### src/rtl/bcd_pkg.sv
// Shared BCD constants, FSM state encoding and digit width for the binary-to-BCD
// converter and the downstream Excess-3 stage.
package bcd_pkg;

   localparam logic [1:0] ST_IDLE  = 2'd0;
   localparam logic [1:0] ST_SHIFT = 2'd1;
   localparam logic [1:0] ST_DONE  = 2'd2;

   localparam int         BCD_DIGIT_W = 4;
   localparam logic [3:0] ADD3_THRESH = 4'd5;

   typedef enum logic [1:0] {
      S_IDLE  = ST_IDLE,
      S_SHIFT = ST_SHIFT,
      S_DONE  = ST_DONE
   } state_e;

endpackage

### src/rtl/bin_to_bcd_serial_if.sv
// Valid/ready bundle between a binary producer and the serial BCD converter;
// master is the producer/consumer side, slave is the converter.
interface bin_to_bcd_serial_if #(
   parameter int BIN_W  = 8,
   parameter int DIGITS = 3
);
   logic                  in_valid;
   logic                  in_ready;
   logic [BIN_W-1:0]      bin_in;
   logic                  out_valid;
   logic                  out_ready;
   logic [4*DIGITS-1:0]   bcd_out;
   logic                  busy;

   modport master (
      output in_valid, bin_in, out_ready,
      input  in_ready, out_valid, bcd_out, busy
   );

   modport slave (
      input  in_valid, bin_in, out_ready,
      output in_ready, out_valid, bcd_out, busy
   );
endinterface

### src/rtl/bin_to_bcd_serial_add3.sv
// One BCD digit correction step of shift-and-add-3: adds 3 when the digit is 5 or more.
// Purely combinational, no handshake.
module bcd_add3_digit
   import bcd_pkg::*;
(
   input  logic [BCD_DIGIT_W-1:0] dig_i,
   output logic [BCD_DIGIT_W-1:0] dig_o
);
   assign dig_o = (dig_i >= ADD3_THRESH) ? dig_i + BCD_DIGIT_W'(3) : dig_i;
endmodule

### src/rtl/bin_to_bcd_serial.sv
// Serial binary-to-BCD (shift-and-add-3), one bit per clock; result valid BIN_W cycles after accept.
// One conversion in flight: input stalls (in_ready=0) until the result is taken; result held while out_ready=0.
module bin_to_bcd_serial
   import bcd_pkg::*;
#(
   parameter int BIN_W  = 8,
   parameter int DIGITS = 3
) (
   input  logic                 clk,
   input  logic                 rst_n,
   bin_to_bcd_serial_if.slave   bus
);
   localparam int ACC_W = BCD_DIGIT_W * DIGITS;
   localparam int CNT_W = (BIN_W > 1) ? $clog2(BIN_W) : 1;

   // The accumulator drops bits off its top, so it must be able to hold 2**BIN_W-1.
   if (10**DIGITS < 2**BIN_W) begin : g_range_chk
      $error("bin_to_bcd_serial: DIGITS too small for BIN_W");
   end

   state_e             state_q;
   logic [CNT_W-1:0]   cnt_q;
   logic [BIN_W-1:0]   bin_sr_q, bin_sr_d;
   logic [ACC_W-1:0]   bcd_acc_q, bcd_acc_d;
   logic [ACC_W-1:0]   acc_adj;
   logic [ACC_W-1:0]   bcd_out_q;
   logic               in_ready_q;
   logic               out_valid_q;
   logic               busy_q;

   for (genvar k = 0; k < DIGITS; k++) begin : g_dig
      bcd_add3_digit u_add3 (
         .dig_i (bcd_acc_q[k*BCD_DIGIT_W +: BCD_DIGIT_W]),
         .dig_o (acc_adj[k*BCD_DIGIT_W +: BCD_DIGIT_W])
      );
   end

   assign bcd_acc_d = {acc_adj[ACC_W-2:0], bin_sr_q[BIN_W-1]};
   assign bin_sr_d  = bin_sr_q << 1;

   always_ff @(posedge clk) begin
      if (!rst_n) begin
         state_q     <= S_IDLE;
         cnt_q       <= '0;
         bin_sr_q    <= '0;
         bcd_acc_q   <= '0;
         bcd_out_q   <= '0;
         in_ready_q  <= 1'b1;
         out_valid_q <= 1'b0;
         busy_q      <= 1'b0;
      end else begin
         case (state_q)
            S_IDLE: begin
               if (bus.in_valid) begin
                  bin_sr_q   <= bus.bin_in;
                  bcd_acc_q  <= '0;
                  cnt_q      <= '0;
                  state_q    <= S_SHIFT;
                  in_ready_q <= 1'b0;
                  busy_q     <= 1'b1;
               end
            end
            S_SHIFT: begin
               bcd_acc_q <= bcd_acc_d;
               bin_sr_q  <= bin_sr_d;
               cnt_q     <= cnt_q + CNT_W'(1);
               if (cnt_q == CNT_W'(BIN_W - 1)) begin
                  bcd_out_q   <= bcd_acc_d;
                  state_q     <= S_DONE;
                  busy_q      <= 1'b0;
                  out_valid_q <= 1'b1;
               end
            end
            S_DONE: begin
               if (bus.out_ready) begin
                  state_q     <= S_IDLE;
                  out_valid_q <= 1'b0;
                  in_ready_q  <= 1'b1;
               end
            end
            default: begin
               state_q     <= S_IDLE;
               in_ready_q  <= 1'b1;
               out_valid_q <= 1'b0;
               busy_q      <= 1'b0;
            end
         endcase
      end
   end

   assign bus.in_ready  = in_ready_q;
   assign bus.out_valid = out_valid_q;
   assign bus.bcd_out   = bcd_out_q;
   assign bus.busy      = busy_q;

endmodule
### src/flat_wrapper.sv
// flat-port wrapper written by rule: the top's interface ports become plain ports
module bin_to_bcd_serial_flat import bcd_pkg::*;
#(
   parameter int BIN_W  = 8,
   parameter int DIGITS = 3
)
  (clk, rst_n, bus_in_valid, bus_bin_in, bus_out_ready, bus_in_ready, bus_out_valid, bus_bcd_out, bus_busy);
  bin_to_bcd_serial_if #(.BIN_W(BIN_W), .DIGITS(DIGITS)) bus_i ();
  input  logic clk;
  input  logic rst_n;
  input wire logic [$bits(bus_i.in_valid)-1:0] bus_in_valid;
  input wire logic [$bits(bus_i.bin_in)-1:0] bus_bin_in;
  input wire logic [$bits(bus_i.out_ready)-1:0] bus_out_ready;
  output wire logic [$bits(bus_i.in_ready)-1:0] bus_in_ready;
  output wire logic [$bits(bus_i.out_valid)-1:0] bus_out_valid;
  output wire logic [$bits(bus_i.bcd_out)-1:0] bus_bcd_out;
  output wire logic [$bits(bus_i.busy)-1:0] bus_busy;
  assign bus_i.in_valid = bus_in_valid;
  assign bus_i.bin_in = bus_bin_in;
  assign bus_i.out_ready = bus_out_ready;
  assign bus_in_ready = bus_i.in_ready;
  assign bus_out_valid = bus_i.out_valid;
  assign bus_bcd_out = bus_i.bcd_out;
  assign bus_busy = bus_i.busy;
  bin_to_bcd_serial #(.BIN_W(BIN_W), .DIGITS(DIGITS)) u_core (.clk(clk), .rst_n(rst_n), .bus(bus_i));
endmodule
### config.mk
export PLATFORM = sky130hd
export DESIGN_NAME = bin_to_bcd_serial_flat
export DESIGN_NICKNAME = d
export VERILOG_FILES = /design/src/rtl/bcd_pkg.sv /design/src/rtl/bin_to_bcd_serial_if.sv /design/src/rtl/bin_to_bcd_serial_add3.sv /design/src/rtl/bin_to_bcd_serial.sv /design/src/flat_wrapper.sv
export SDC_FILE = /design/constraint.sdc
export NUM_CORES = 1
export LEC_CHECK = 0
export ABC_CLOCK_PERIOD_IN_PS = 5000
export BUFFER_PORTS_ARGS = -buffer_cell sky130_fd_sc_hd__clkbuf_2
export CORE_UTILIZATION = 50
export CTS_CLUSTER_SIZE = 28
export DETAILED_ROUTE_END_ITERATION = 6
export PLACE_DENSITY = 0.79
export SKIP_LAST_GASP = 1
export SLEW_MARGIN = 20
export SYNTH_ARGS = -nofsm -noshare
export SYNTH_HDL_FRONTEND = slang
export SYNTH_SLANG_ARGS = --single-unit
### constraint.sdc
create_clock -name clk -period 5 [get_ports clk]
set_clock_uncertainty 0.2 [all_clocks]
set_input_delay 0.5 -clock clk [delete_from_list [all_inputs] [get_ports clk]]
set_output_delay 0.5 -clock clk [all_outputs]
set_load 0.03 [all_outputs]
==> results of run 1 <==
==> synth_stat cells <==
cell type | n | area, sq um
nand2_2 | 1 | 6.26
mux2_2 | 1 | 11.3
buf_4 | 2 | 15.0
nand2b_1 | 5 | 31.3
a21boi_1 | 5 | 37.5
dfxtp_1 | 40 | 801
ha_1 | 8 | 100
nor2b_4 | 1 | 13.8
xnor2_1 | 3 | 26.3
inv_2 | 2 | 7.51
o21a_1 | 1 | 7.51
buf_6 | 3 | 33.8
and3_1 | 1 | 6.26
nand2_1 | 12 | 45.0
o21ai_4 | 1 | 16.3
nor3_1 | 3 | 15.0
o21ai_0 | 15 | 75.1
nand3_1 | 17 | 85.1
nor2_2 | 2 | 12.5
nor3b_1 | 4 | 30.0
mux2_4 | 2 | 30.0
a21oi_2 | 4 | 35.0
and2_1 | 1 | 6.26
o21ai_1 | 18 | 90.1
a22oi_1 | 4 | 30.0
nor2_1 | 5 | 18.8
o22ai_1 | 8 | 50.1
nand2_4 | 1 | 11.3
nor2b_1 | 5 | 31.3
clkbuf_1 | 4 | 15.0
inv_1 | 7 | 26.3
a21oi_1 | 18 | 90.1
o211a_1 | 1 | 10.0
==> logic make-up (layout without fill, tap and decap cells) <==
family	count (synthesis)	count (layout)	share of synthesized area (%)
AOI/OAI and AO/OA	75	75	24.3
and+or+nand+nor	58	58	17.2
DFF	40	40	44.0
buffers and inverters	18	42	5.36
adders and majority gates	8	8	5.50
xor gates and xnor gates	3	3	1.44
muxes	3	3	2.27
==> path summary, 6_finish.rpt <==
kind                         start               endpoint
max                u_core.cnt_q[0]  u_core.bus.bcd_out[1]
max reg2reg        u_core.cnt_q[0]  u_core.bus.bcd_out[1]
min reg2reg  u_core.bus.bcd_out[0]  u_core.bus.bcd_out[0]
min                  bus_out_ready      u_core.state_q[1]
==> state kept, by name (all words and copies together) (netlist names) <==
name and flops:
u_core.state_q 2, u_core.bus.in_ready 1, u_core.bus.out_valid 1, u_core.bcd_acc_q 12, u_core.bus.busy 1, u_core.bin_sr_q 8
u_core.cnt_q 3, u_core.bus.bcd_out 12
==> metrics by stage <==
stage	setup WS [ns]	utilization, %	hold slack [ns]
global route	2.90	58.3	0.248
CTS	3.08	58.3	0.243
global placement	3.19	56.9	0.242
detailed placement	3.11	56.9	0.252
finish	3.06	58.3	0.252
floorplan	3.43	-	0.238
==> power groups by stage <==
stage / logic (mW) / registers [mW] / clock network (mW)
2_1_floorplan: 0.0348 / 0.342 / 0
3_3_place_gp: 0.0456 / 0.342 / 0
3_5_place_dp: 0.0460 / 0.342 / 0
4_1_cts: 0.0462 / 0.334 / 0.151
5_1_grt: 0.0519 / 0.336 / 0.169
6_report: 0.0463 / 0.335 / 0.149
==> layer usage <==
| metal | share of wire, % | up-vias |
|---|---|---|
| met4 | 1.2 | 0 |
| met5 | 0 | - |
| li1 | - | 779 |
| met2 | 45 | 23 |
| met1 | 50 | 677 |
| met3 | 3.5 | 4 |
==> final cells by class <==
class | count | share of cell area [%]
Clock buffer | 6 | 2.07
Inverter | 9 | 1.70
Tap cell | 46 | 2.89
Timing Repair Buffer | 26 | 6.54
Multi-Input combinational cell | 147 | 46.3
Clock inverter | 1 | 0.251
Sequential cell | 40 | 40.2
==> critical path, delay by kind of cell (launching register included) <==
| kind | cells | cell delay, ns |
|---|---|---|
| fa+ha+maj | 2 | 0.39 |
| flops | 1 | 0.37 |
| compound gates | 1 | 0.20 |
| simple gates | 3 | 0.71 |
==> metrics.cfg, run 1 <==
[run_status]
outcome = complete, no violations

[worst_setup_path]
cp.arrival_ns = 2.01
crit_fanout = 11
crit_slowest_cell = dfxtp_1
ff2ff_path_depth = 6
r2r_slack_ns = 3.06
critPathLaunchType = flop
required_ns = 5.07
crit_path_end_kind = flop
worst_path_largest_cell_delay_ns = 0.37
critical_path_class = reg -> reg
path_cells = ha_1, ha_1, nand2_1, nor2_2, nand2_1, o21ai_1

[finish]
diodes = 0
nFillCells = 320
drive_gt1_share_pct = 20.5
layout_commonest_cell = dfxtp_1
seq_area_sq_um = 801
final_cells = 275
nNetsFinal = 249
most-common-layout-cells = dfxtp_1, clkbuf_2, a21oi_1, o21ai_1, nand3_1
multi_input_area_sq_um = 922
final_cell_area_sq_mm = 0.00199
area_growth_pct = 9.35

[synthesis]
netlist_instances = 205
syn_area_sq_mm = 0.00182
synth-seq-area-share_pct = 44.0
yosys_warnings = 0
avgSynthCellArea_sq_um = 8.88
ys_types = 33
synth_nets = 225
ys_ff_latch = 40

[routing]
dr.pass1.iters = 4
drc = 0
wirelength_mm = 3.44
vias = 1483
drt-initial-drc-count = 67
ant_nets = 0
routedWlPerCell_um = 12.5
vias_per_cell = 5.39

[sta]
slew_violations = 0
maxSlewHeadroom_pct = 52.8
max_clock_freq_mhz = 515
worstMarginPinSlew_ns = 0.708
setup_viol = 0
final-hold-violation-count = 0
layout_min_cycle_time_ns = 1.94
fin_setup_tns_ns = 0
grt_setup_unrepaired = no
layout_worst_path_cycle_share_pct = 38.8

[pwr]
irDropWorstVdd_v = 0.000186
power_mw = 0.530
p_int_mw = 0.398
pwr-share-comb_pct = 8.7
powerDensity_mw_per_mm2 = 266
p_sw_share_pct = 24.9
power.share.sequential_pct = 63.2
switching_power_mw = 0.132
cellLeakagePower_nw = 0.780
p_clk_share_pct = 28.1

[cts]
cts.root.buffer_cell = clkbuf_4
cts_num_sinks = 40
cts_buffers = 5
post_cts.repair.setup_buffers = 0
cts_resized = 0
ctsHtreeMaxLevel = 2
worstSkewPairLatency_ns = 0.34
clk_pin_slew_ns = 0.11
cts_tree = built
clk_path_buf_depth = 2
cts_hold_buf = 0

[grt]
grt_max_degree = 43
antenna_found_initial = 0
grt_use_met3_pct = 4.04
grt_pass1_vias = 1367
track_usage_pct = 19.5
grt.met2_usage_pct = 30.8
use_met1_pct = 26.1
grt_pass1_wl_mm = 6.07
busiest_layer = met2
grt.overflow.total = 0

[die]
die_y_um = 62.3
start_util_pct = 53.3
pin_count = 27
core_area_sq_mm = 0.00342
die-area_sq_mm = 0.00389
die_w_um = 62.3
rows = 21

[place]
dp_cells = 268
io_buffers = 26
hpwlAfterDp_mm = 2.41
place_congestion = 0.765
place_area_sq_mm = 0.00194

[run]
maxCapViolCount = 0

[worst_hold_path]
holdCritPathClass = in -> reg
hold_depth = 4

(Power assumes the default switching activity.)
==> inputs of run 2 (changes only) <==
Settings changed: ABC_CLOCK_PERIOD_IN_PS 5000 to 1700, PLACE_DENSITY 0.79 to 0.82.
Clock period 5 ns to 1.7 ns, I/O delays scaled along.
==> metrics.cfg, run 2 (same netlist as run 1, synthesis figures left out) <==
[place]
io_buffers = 26  ; unchanged
place_area_sq_mm = 0.00201  ; +3.5%
dp_cells = 277  ; +3.4%
hpwlAfterDp_mm = 2.50  ; +3.8%
place_congestion = 0.847  ; +11%
preCtsSetupSlack_ns = 0.0284  ; -3.08 ns

[routing]
vias_per_cell = 5.40  ; +0.19%
vias = 1583  ; +6.7%
wirelength_mm = 3.84  ; +12%
ant_nets = 0  ; unchanged
dr.pass1.iters = 4  ; unchanged
drt-initial-drc-count = 84  ; +25%
drc = 0  ; unchanged
routedWlPerCell_um = 13.1  ; +4.8%

[finish]
drive_gt1_share_pct = 27.5  ; +7.0 points
area_growth_pct = 20.4
nNetsFinal = 269  ; +8.0%
diodes = 0  ; unchanged
final_cells = 293  ; +6.5%
layout_commonest_cell = dfxtp_1
most-common-layout-cells = dfxtp_1, clkbuf_2, a21oi_1, nand3_1, o21ai_1
final_cell_area_sq_mm = 0.00219  ; +10%

[worst_setup_path]
cp.arrival_ns = 1.70  ; -0.31 ns
crit_fanout = 4  ; -7
crit_path_end_kind = flop
critical_path_class = reg -> reg
required_ns = 1.73  ; -3.34 ns
critPathLaunchType = flop
crit_slowest_cell = dfxtp_1
worst_path_largest_cell_delay_ns = 0.40  ; +0.03 ns
path_cells = inv_1, ha_1, nand2b_4, a21oi_2, buf_4, xnor2_1, o21ai_1

[die]
rows = 21  ; unchanged
core_area_sq_mm = 0.00342  ; unchanged
die-area_sq_mm = 0.00389  ; unchanged
die_w_um = 62.3  ; unchanged
start_util_pct = 53.3  ; unchanged
die_y_um = 62.3  ; unchanged
pin_count = 27  ; unchanged

[pwr]
p_clk_share_pct = 27.0  ; -1.1 points
cellLeakagePower_nw = 0.883  ; +13%
p_int_mw = 1.18  ; +200%
power.share.sequential_pct = 62.5  ; -0.7 points
p_sw_share_pct = 25.3  ; +0.37 points
power_mw = 1.57  ; +200%
powerDensity_mw_per_mm2 = 718  ; +170%
switching_power_mw = 0.398  ; +200%
irDropWorstVdd_v = 0.000484  ; +160%
pwr-share-comb_pct = 10.6  ; +1.9 points

[cts]
ctsHtreeMaxLevel = 2  ; unchanged
cts_tree = built
cts_num_sinks = 40  ; unchanged
clk_path_buf_depth = 2  ; unchanged
cts.root.buffer_cell = clkbuf_4
clk_pin_slew_ns = 0.11  ; about the same
cts_buffers = 5  ; unchanged
worstSkewPairLatency_ns = 0.34  ; about the same

[run]
maxCapViolCount = 0  ; unchanged

[grt]
track_usage_pct = 21.7  ; +2.3 points
grt_pass1_wl_mm = 6.60  ; +8.6%
grt_max_degree = 18  ; -58%
grt_pass1_vias = 1440  ; +5.3%
grt.overflow.total = 0  ; unchanged
antenna_found_initial = 0  ; unchanged

[sta]
worstMarginPinSlew_ns = 0.522  ; -0.186 ns
maxSlewHeadroom_pct = 65.1  ; +12 points
layout_min_cycle_time_ns = 1.66  ; -0.276 ns
layout_worst_path_cycle_share_pct = 97.9  ; +59 points
hold_ws_ns = 0.0214  ; -0.231 ns
grt_setup_unrepaired = yes
setup_viol = 0  ; unchanged
final-hold-violation-count = 0  ; unchanged
slew_violations = 0  ; unchanged
fin_ws_ns = 0.0356  ; -3.02 ns
max_clock_freq_mhz = 601  ; +17%

[run_status]
outcome = complete, no violations

[worst_hold_path]
holdCritPathClass = in -> reg

run 2: changes by cell type in the layout (fill, tap and decap cells not counted), moves of 2 or more:
cell           previous run  this run
buf_4                     0        12
o21ai_2                   0         2
dfxtp_1                  40        35
dlygate4sd3_1             0         8
dfxtp_2                   0         5
o21ai_1                  18        16
run 2: path summary, 6_finish.rpt:
check	cells after the start	end	start	slack, ns
worst max-delay path	7	u_core.bcd_acc_q[1]	u_core.bcd_acc_q[0]	0.04
worst min-delay path	5	u_core.bin_sr_q[6]	bus_bin_in[6]	0.02
worst min register to register	2	u_core.bus.bcd_out[0]	u_core.bus.bcd_out[0]	0.26
worst max register to register	7	u_core.bcd_acc_q[1]	u_core.bcd_acc_q[0]	0.04
run 2: cell type report:
type                    count  area (sq um)
fillers                   298          1220
multi-input cells         147           956
flip-flops and latches     40           807
repair buffers             46           300
well taps                  46          57.6
clock buffers               5          37.5
inverters                   9          33.8
run 2: timing repair:
item                       4_1_cts  5_1_grt
setup endpoints to repair        0       13
resized for setup                0       12
setup buffers                    0        3
hold endpoints to repair         8        0
hold buffers                     8        0
run 2: power groups by stage:
stage	logic, mW	registers, mW	clock network, mW
3_5_place_dp	0.146	1.00	0
2_1_floorplan	0.102	1.01	0
4_1_cts	0.161	0.982	0.438
6_report	0.166	0.983	0.424
5_1_grt	0.183	0.987	0.484
3_3_place_gp	0.144	1.00	0
run 2: metrics by stage:
| stage | utilization, % | TNS [ns] |
|---|---|---|
| after global placement | 58.9 | 0 |
| after detailed placement | 58.9 | 0 |
| after floorplan | - | 0 |
| after CTS | 62.3 | 0 |
| after global routing | 64.2 | -0.118 |
| final | 64.2 | 0 |
run 2: worst max-delay path: cells and delay by family, from the launching register on:
family,cells,cell delay (ns)
xor+xnor,1,0.22
compound gates,2,0.17
buf+inv,2,0.24
simple gates,1,0.08
fa+ha+maj,1,0.25
flops,1,0.40
run 2: per-layer routing:
layer  vias to the layer above  share of wire, %  track usage (%)
li1                        811                 -                -
met5                         -                 0                0
met1                       721                48             28.7
met4                         0               2.3             10.8
met2                        42                45             33.9
met3                         9               4.6             4.04
